===== src/rtl/reorder_buffer_pkg.sv =====
// Shared widths and index types for the reorder buffer.
// Exposes the entry count, index, data and register widths plus a wrapping
// index increment helper.
package reorder_buffer_pkg;

    localparam int unsigned ROB_DEPTH = 16;
    localparam int unsigned ROB_W     = 4;
    localparam int unsigned DATA_W    = 32;
    localparam int unsigned REG_W     = 5;
    localparam int unsigned CNT_W     = ROB_W + 1;

    typedef logic [ROB_W-1:0]  rob_idx_t;
    typedef logic [DATA_W-1:0] data_t;
    typedef logic [REG_W-1:0]  reg_idx_t;
    typedef logic [CNT_W-1:0]  rob_cnt_t;

    // Power-of-two depth, so the natural 4-bit overflow gives the 15 -> 0 wrap.
    function automatic rob_idx_t idx_inc(input rob_idx_t i);
        return i + ROB_W'(1);
    endfunction

endpackage


===== src/rtl/reorder_buffer.sv =====
// 16-entry circular reorder buffer.
// Allocates an entry per issued instruction, captures CDB results, retires in
// program order and flushes everything on a branch mispredict at commit.
// Ports:
//   clk, rst (async, active-low), rdy (0 = freeze)
//   issue_*        : allocation request; rob_full / issue_rob_num back to issue
//   rsN_rob_num    : operand lookup tags; rsN_ready / rsN_value (CDB bypassed)
//   cdb_*          : result broadcast
//   has_from_rob, dest_reg_num, in_reg_data : register commit pulse
//   store_commit, store_commit_rob_num      : store release pulse
//   has_misbranch, redirect_pc              : flush pulse and restart PC
module reorder_buffer
    import reorder_buffer_pkg::*;
(
    input  logic             clk,
    input  logic             rst,
    input  logic             rdy,
    input  logic             issue_valid,
    input  logic [REG_W-1:0] issue_rd,
    input  logic             issue_is_branch,
    input  logic             issue_is_store,
    input  logic             issue_pred_taken,
    output logic             rob_full,
    output logic [ROB_W-1:0] issue_rob_num,
    input  logic [ROB_W-1:0] rs1_rob_num,
    input  logic [ROB_W-1:0] rs2_rob_num,
    output logic             rs1_ready,
    output logic             rs2_ready,
    output logic [DATA_W-1:0] rs1_value,
    output logic [DATA_W-1:0] rs2_value,
    input  logic             cdb_valid,
    input  logic [ROB_W-1:0] cdb_rob_num,
    input  logic [DATA_W-1:0] cdb_data,
    input  logic             cdb_taken,
    input  logic [DATA_W-1:0] cdb_target,
    output logic             has_from_rob,
    output logic [REG_W-1:0] dest_reg_num,
    output logic [DATA_W-1:0] in_reg_data,
    output logic             store_commit,
    output logic [ROB_W-1:0] store_commit_rob_num,
    output logic             has_misbranch,
    output logic [DATA_W-1:0] redirect_pc
);

    // Per-field entry storage
    logic [ROB_DEPTH-1:0] busy_q, busy_d;
    logic [ROB_DEPTH-1:0] ready_q, ready_d;
    logic [ROB_DEPTH-1:0] is_branch_q, is_branch_d;
    logic [ROB_DEPTH-1:0] is_store_q, is_store_d;
    logic [ROB_DEPTH-1:0] pred_q, pred_d;
    logic [ROB_DEPTH-1:0] taken_q, taken_d;
    reg_idx_t             rd_q     [ROB_DEPTH];
    reg_idx_t             rd_d     [ROB_DEPTH];
    data_t                data_q   [ROB_DEPTH];
    data_t                data_d   [ROB_DEPTH];
    data_t                target_q [ROB_DEPTH];
    data_t                target_d [ROB_DEPTH];

    rob_idx_t head_q, head_d, tail_q, tail_d;
    rob_cnt_t count_q, count_d;

    // Registered commit outputs
    logic     commit_q, commit_d;
    reg_idx_t dest_q, dest_d;
    data_t    wdata_q, wdata_d;
    logic     st_q, st_d;
    rob_idx_t st_idx_q, st_idx_d;
    logic     misb_q, misb_d;
    data_t    pc_q, pc_d;

    logic do_issue_c, do_commit_c, mispredict_c;

    assign rob_full      = (count_q == CNT_W'(ROB_DEPTH));
    assign issue_rob_num = tail_q;

    // Operand lookup with same-cycle CDB bypass
    always_comb begin
        rs1_ready = ready_q[rs1_rob_num];
        rs1_value = data_q[rs1_rob_num];
        rs2_ready = ready_q[rs2_rob_num];
        rs2_value = data_q[rs2_rob_num];
        if (cdb_valid && (cdb_rob_num == rs1_rob_num)) begin
            rs1_ready = 1'b1;
            rs1_value = cdb_data;
        end
        if (cdb_valid && (cdb_rob_num == rs2_rob_num)) begin
            rs2_ready = 1'b1;
            rs2_value = cdb_data;
        end
    end

    // Commit decision uses registered state only, so a same-cycle CDB write
    // to the head cannot retire it until the following edge.
    assign do_issue_c   = issue_valid && !rob_full;
    assign do_commit_c  = (count_q != '0) && busy_q[head_q] && ready_q[head_q];
    assign mispredict_c = do_commit_c && is_branch_q[head_q]
                          && (taken_q[head_q] != pred_q[head_q]);

    // Next-state: CDB capture, allocation, retirement, then flush override
    always_comb begin
        busy_d      = busy_q;
        ready_d     = ready_q;
        is_branch_d = is_branch_q;
        is_store_d  = is_store_q;
        pred_d      = pred_q;
        taken_d     = taken_q;
        rd_d        = rd_q;
        data_d      = data_q;
        target_d    = target_q;
        head_d      = head_q;
        tail_d      = tail_q;
        count_d     = count_q;
        commit_d    = 1'b0;
        dest_d      = '0;
        wdata_d     = '0;
        st_d        = 1'b0;
        st_idx_d    = '0;
        misb_d      = 1'b0;
        pc_d        = '0;

        if (rdy) begin
            if (cdb_valid && busy_q[cdb_rob_num]) begin
                ready_d[cdb_rob_num]  = 1'b1;
                data_d[cdb_rob_num]   = cdb_data;
                taken_d[cdb_rob_num]  = cdb_taken;
                target_d[cdb_rob_num] = cdb_target;
            end

            if (do_issue_c) begin
                busy_d[tail_q]      = 1'b1;
                ready_d[tail_q]     = 1'b0;
                rd_d[tail_q]        = issue_rd;
                is_branch_d[tail_q] = issue_is_branch;
                is_store_d[tail_q]  = issue_is_store;
                pred_d[tail_q]      = issue_pred_taken;
                tail_d              = idx_inc(tail_q);
            end

            if (do_commit_c) begin
                busy_d[head_q] = 1'b0;
                head_d         = idx_inc(head_q);
                commit_d       = 1'b1;
                dest_d         = rd_q[head_q];
                wdata_d        = data_q[head_q];
                if (is_store_q[head_q]) begin
                    st_d     = 1'b1;
                    st_idx_d = head_q;
                end
            end

            count_d = count_q + CNT_W'(do_issue_c) - CNT_W'(do_commit_c);

            // Flush discards every entry, including one issued this cycle
            if (mispredict_c) begin
                misb_d  = 1'b1;
                pc_d    = target_q[head_q];
                busy_d  = '0;
                head_d  = '0;
                tail_d  = '0;
                count_d = '0;
            end
        end
    end

    // State and output registers
    always_ff @(posedge clk or negedge rst) begin
        if (!rst) begin
            busy_q      <= '0;
            ready_q     <= '0;
            is_branch_q <= '0;
            is_store_q  <= '0;
            pred_q      <= '0;
            taken_q     <= '0;
            rd_q        <= '{default: '0};
            data_q      <= '{default: '0};
            target_q    <= '{default: '0};
            head_q      <= '0;
            tail_q      <= '0;
            count_q     <= '0;
            commit_q    <= 1'b0;
            dest_q      <= '0;
            wdata_q     <= '0;
            st_q        <= 1'b0;
            st_idx_q    <= '0;
            misb_q      <= 1'b0;
            pc_q        <= '0;
        end else begin
            busy_q      <= busy_d;
            ready_q     <= ready_d;
            is_branch_q <= is_branch_d;
            is_store_q  <= is_store_d;
            pred_q      <= pred_d;
            taken_q     <= taken_d;
            rd_q        <= rd_d;
            data_q      <= data_d;
            target_q    <= target_d;
            head_q      <= head_d;
            tail_q      <= tail_d;
            count_q     <= count_d;
            commit_q    <= commit_d;
            dest_q      <= dest_d;
            wdata_q     <= wdata_d;
            st_q        <= st_d;
            st_idx_q    <= st_idx_d;
            misb_q      <= misb_d;
            pc_q        <= pc_d;
        end
    end

    assign has_from_rob         = commit_q;
    assign dest_reg_num         = dest_q;
    assign in_reg_data          = wdata_q;
    assign store_commit         = st_q;
    assign store_commit_rob_num = st_idx_q;
    assign has_misbranch        = misb_q;
    assign redirect_pc          = pc_q;

endmodule


===== config.mk =====
export PLATFORM = sky130hd
export DESIGN_NAME = reorder_buffer
export DESIGN_NICKNAME = d
export VERILOG_FILES = /design/src/rtl/reorder_buffer_pkg.sv /design/src/rtl/reorder_buffer.sv
export SDC_FILE = /design/constraint.sdc
export NUM_CORES = 2
export LEC_CHECK = 0
export BUFFER_PORTS_ARGS = -buffer_cell sky130_fd_sc_hd__buf_2
export CAP_MARGIN = 20
export CELL_PAD_IN_SITES_DETAIL_PLACEMENT = 1
export CELL_PAD_IN_SITES_GLOBAL_PLACEMENT = 1
export CORE_ASPECT_RATIO = 1.5
export CORE_MARGIN = 1
export CORE_UTILIZATION = 49
export DETAILED_ROUTE_END_ITERATION = 10
export GPL_TIMING_DRIVEN = 1
export PLACE_DENSITY_LB_ADDON = 0.1
export SYNTH_ARGS = -nofsm -noshare
export SYNTH_HDL_FRONTEND = slang
export SYNTH_SLANG_ARGS = --single-unit

===== constraint.sdc =====
create_clock -name clk -period 3.4 [get_ports clk]
set_input_delay 0.34 -clock clk [delete_from_list [all_inputs] [get_ports clk]]
set_output_delay 0.34 -clock clk [all_outputs]
set_load 0.05 [all_outputs]

==> results.md <==
* Status: complete, but fails checks
* Violated checks: DRC
* Final #Nets at ~4400
* Tcrit/Tclk final at 98.4%
* Clock Sink Count at roughly 1300
* Area of the mapped netlist at 66000 sq um
* Number of global-route vias before repair at 43419
* Crit Path Class: reg -> reg
* Final hold vios at 0
* DRT Pass-1 Iters at 10
* Max capacitance violation total at 0
* Die X at 302 um
* Area grow syn2layout at 13.8%
* Critical Path Source: head_q[0]
* Initial Util at 49.5%
* Layout Utilization at 56.3%
* Critical R2R Capture: count_q[4]
* Slew of the pin with the lowest slew margin at 1.06 ns
* Pwr Density at 653 nW/um^2
* Clock Skews at 0.0227 ns
* I/O Pins at 237
* Worst Setup EP: count_q[4]
* Async SR Flop Fraction at 100%
* LEAKAGE at ~0.036 uW
* Worst path required time at 4.06 ns
* Syn. warnings at 0
* Most frequent cells in the layout: 1285 x dfrtp_1, 1184 x mux2_2, 664 x mux4_2
* GPL Wtd Cong at 0.827
* Fin Setup TNS at 0 ns
* Hold WC Path Type: in -> reg
* Syn Nets at 4141
* Max IR drop VDD at ~0.62 mV
* Core area at 133000 sq um
* Die area at 136000 sq um
* Bufs on Longest Clock Path at 3
* Sequential-to-total area share from yosys stat at 48.9%
* Number of DRC markers in iteration 0 at 2325
* PortBufs at 236
* # setup viols final at 0
* Pwr Total at 49000 uW
* Post-route ant nets at 0
* Vias at 39027
* EDFF count, synth at 0
* Share of cells above drive strength 1 at 58.3%
* Tmin final at approximately 3.3 ns
* Total GRT Usage at 29.2%
* Post-DP Area at 70000 sq um
* Post-Route WL at about 190000 um
* Cells after Synth at around 4000
* DRC at 42
* Max frequency at about 300 MHz
* Initial antenna violation count at 15
* Final hold slack at 0.0505 ns
* Num rows at 164
* Most common cell after layout, fill and taps aside: dfrtp_1
* Avg WL per Cell at 31.2 um
* Worst slew margin at 29.2%
* Avg Inst Size Synth at 16.4 sq um
* Critical Path Fanout Max at 4
* H-tree depth at 4
* Die H at 452 um
* Worst R2R Path Depth at 15
* Register-to-Register Setup Slack at 0.05 ns
* Slew Limit Fails at 0
* Crit start category: flop
* Worst Path Arrival at between 4 and 5 ns
* Synth unique cells at 58
* CTS tree: built
* RSZ-0062 raised after global routing: true
* CTS Buf Count at 134
* Largest net degree at the start of global routing at 142
* Overflow left after global routing at 0
* Routed vias/inst at 6.39
* Primary FF master, synth: dfrtp_1
* Synth Register Bits at between 1000 and 1500
* Post-route cell area at around 75000 sq um
* Reg clk slew, reported paths at around 0.06 ns
* Post-DP HPWL at 114000 um
* Clk_lat worst skew at about 0.8 ns
* Crit path capture type: flop
* Reg2reg start: head_q[0]
* First-pass GRT wire length at 292000 um
* CTS root buf: clkbuf_16
## cells by family (layout without fill, tap and decap cells)
kind of cell,count (synthesis),count (layout),share of synthesized area (%)
AOI/OAI and AO/OA,60,60,0.703
xor gates and xnor gates,14,14,0.186
adders and majority gates,15,15,0.296
buffers and inverters,425,750,3.06
DFF,1289,1289,48.9
muxes,1886,1886,44.3
other,0,6,0
and+or+nand+nor,347,347,2.59
## repair_timing
action | 4_1_cts | 5_1_grt
endpoints found under the setup margin | 1 | 10
hold buffers | 43 | 0
pin swaps | 1 | 8
endpoints found under the hold margin | 912 | 0
resized for setup | 2 | 11
buffers inserted | 0 | 2
## how the worst min path moves through the flow
stage,start,to,slack [ns],cells after the start
5_1_grt,rst,dest_reg_num[0],0.05,2
3_3_place_gp,rst,data_q[250],0.25,1
3_5_place_dp,rst,data_q[250],0.25,1
6_report,cdb_data[13],data_q[397],0.05,2
4_1_cts,cdb_data[13],data_q[205],0.0006,2
2_1_floorplan,rst,busy_q[0],0.04,0
## area by class of cell
cell class | instances | area, sq um
fill | 12073 | 58300
sequential | 1289 | 32300
multi-input combinational | 2322 | 31900
clock buffer | 196 | 4050
timing repair buffer | 456 | 3910
tap | 1743 | 2180
clock inverter | 51 | 584
inverter | 47 | 178
antenna | 6 | 15.0
## flip-flops by register name, indices dropped and copies added (netlist names)
signal / count
pred_q: 16
taken_q: 16
rd_q: 80
has_from_rob: 1
redirect_pc: 32
issue_rob_num: 4
target_q: 512
is_branch_q: 16
data_q: 512
in_reg_data: 32
store_commit_rob_num: 4
dest_reg_num: 5
is_store_q: 16
store_commit: 1
busy_q: 16
count_q: 5
ready_q: 16
has_misbranch: 1
head_q: 4
## synthesized netlist by cell type, types with 12 or more instances
| library cell | n | area [sq um] |
|---|---|---|
| dfrtp_1 | 1289 | 32300 |
| mux2_2 | 1184 | 13300 |
| mux4_2 | 664 | 15000 |
| nand2_1 | 189 | 709 |
| clkbuf_1 | 149 | 559 |
| buf_2 | 145 | 726 |
| and2_1 | 42 | 263 |
| inv_1 | 40 | 150 |
| nor2b_1 | 38 | 238 |
| buf_1 | 37 | 139 |
| mux4_1 | 36 | 946 |
| buf_4 | 33 | 248 |
| nand3_1 | 22 | 110 |
| a21oi_1 | 18 | 90.1 |
| o221a_2 | 16 | 180 |
| ha_1 | 14 | 175 |
| buf_6 | 12 | 135 |
| nor2_1 | 12 | 45.0 |
## stage by stage
step	instances	worst slack, ns
after global placement	5812	-0.0104
final	6110	0.0538
after floorplan	4036	0.221
after CTS	6102	0.0112
after detailed placement	5812	-0.00990
after global routing	6107	-0.0652
## metal layers
layer / track usage, % / vias to the layer above / share of wire [%]
li1: - / 16019 / -
met2: 48.6 / 976 / 51
met5: 0 / - / 0.046
met3: 4.81 / 331 / 4.8
met4: 9.19 / 14 / 3.0
met1: 39.1 / 21687 / 41
## worst max-delay path: stages (launching register included)
cell and delay (ns):
dfrtp_4 0.47, mux4_2 0.51, or3_4 0.34, nand4_1 0.14, nor3_2 0.08, ha_1 0.31
inv_2 0.08, ha_4 0.14, inv_2 0.04, fa_2 0.39, inv_2 0.05, a21oi_1 0.05
o21bai_1 0.16, xnor2_1 0.15, mux2i_1 0.24, nor3b_2 0.06
## where the power goes
| group | internal (uW) | switching, uW | leakage [uW] | total (uW) |
|---|---|---|---|---|
| clock network | 9070 | 6430 | 0.00228 | 15500 |
| registers | 18100 | 1950 | 0.0175 | 20100 |
| logic | 7070 | 6380 | 0.0157 | 13400 |
No activity file was read; power rests on OpenSTA's default activity.
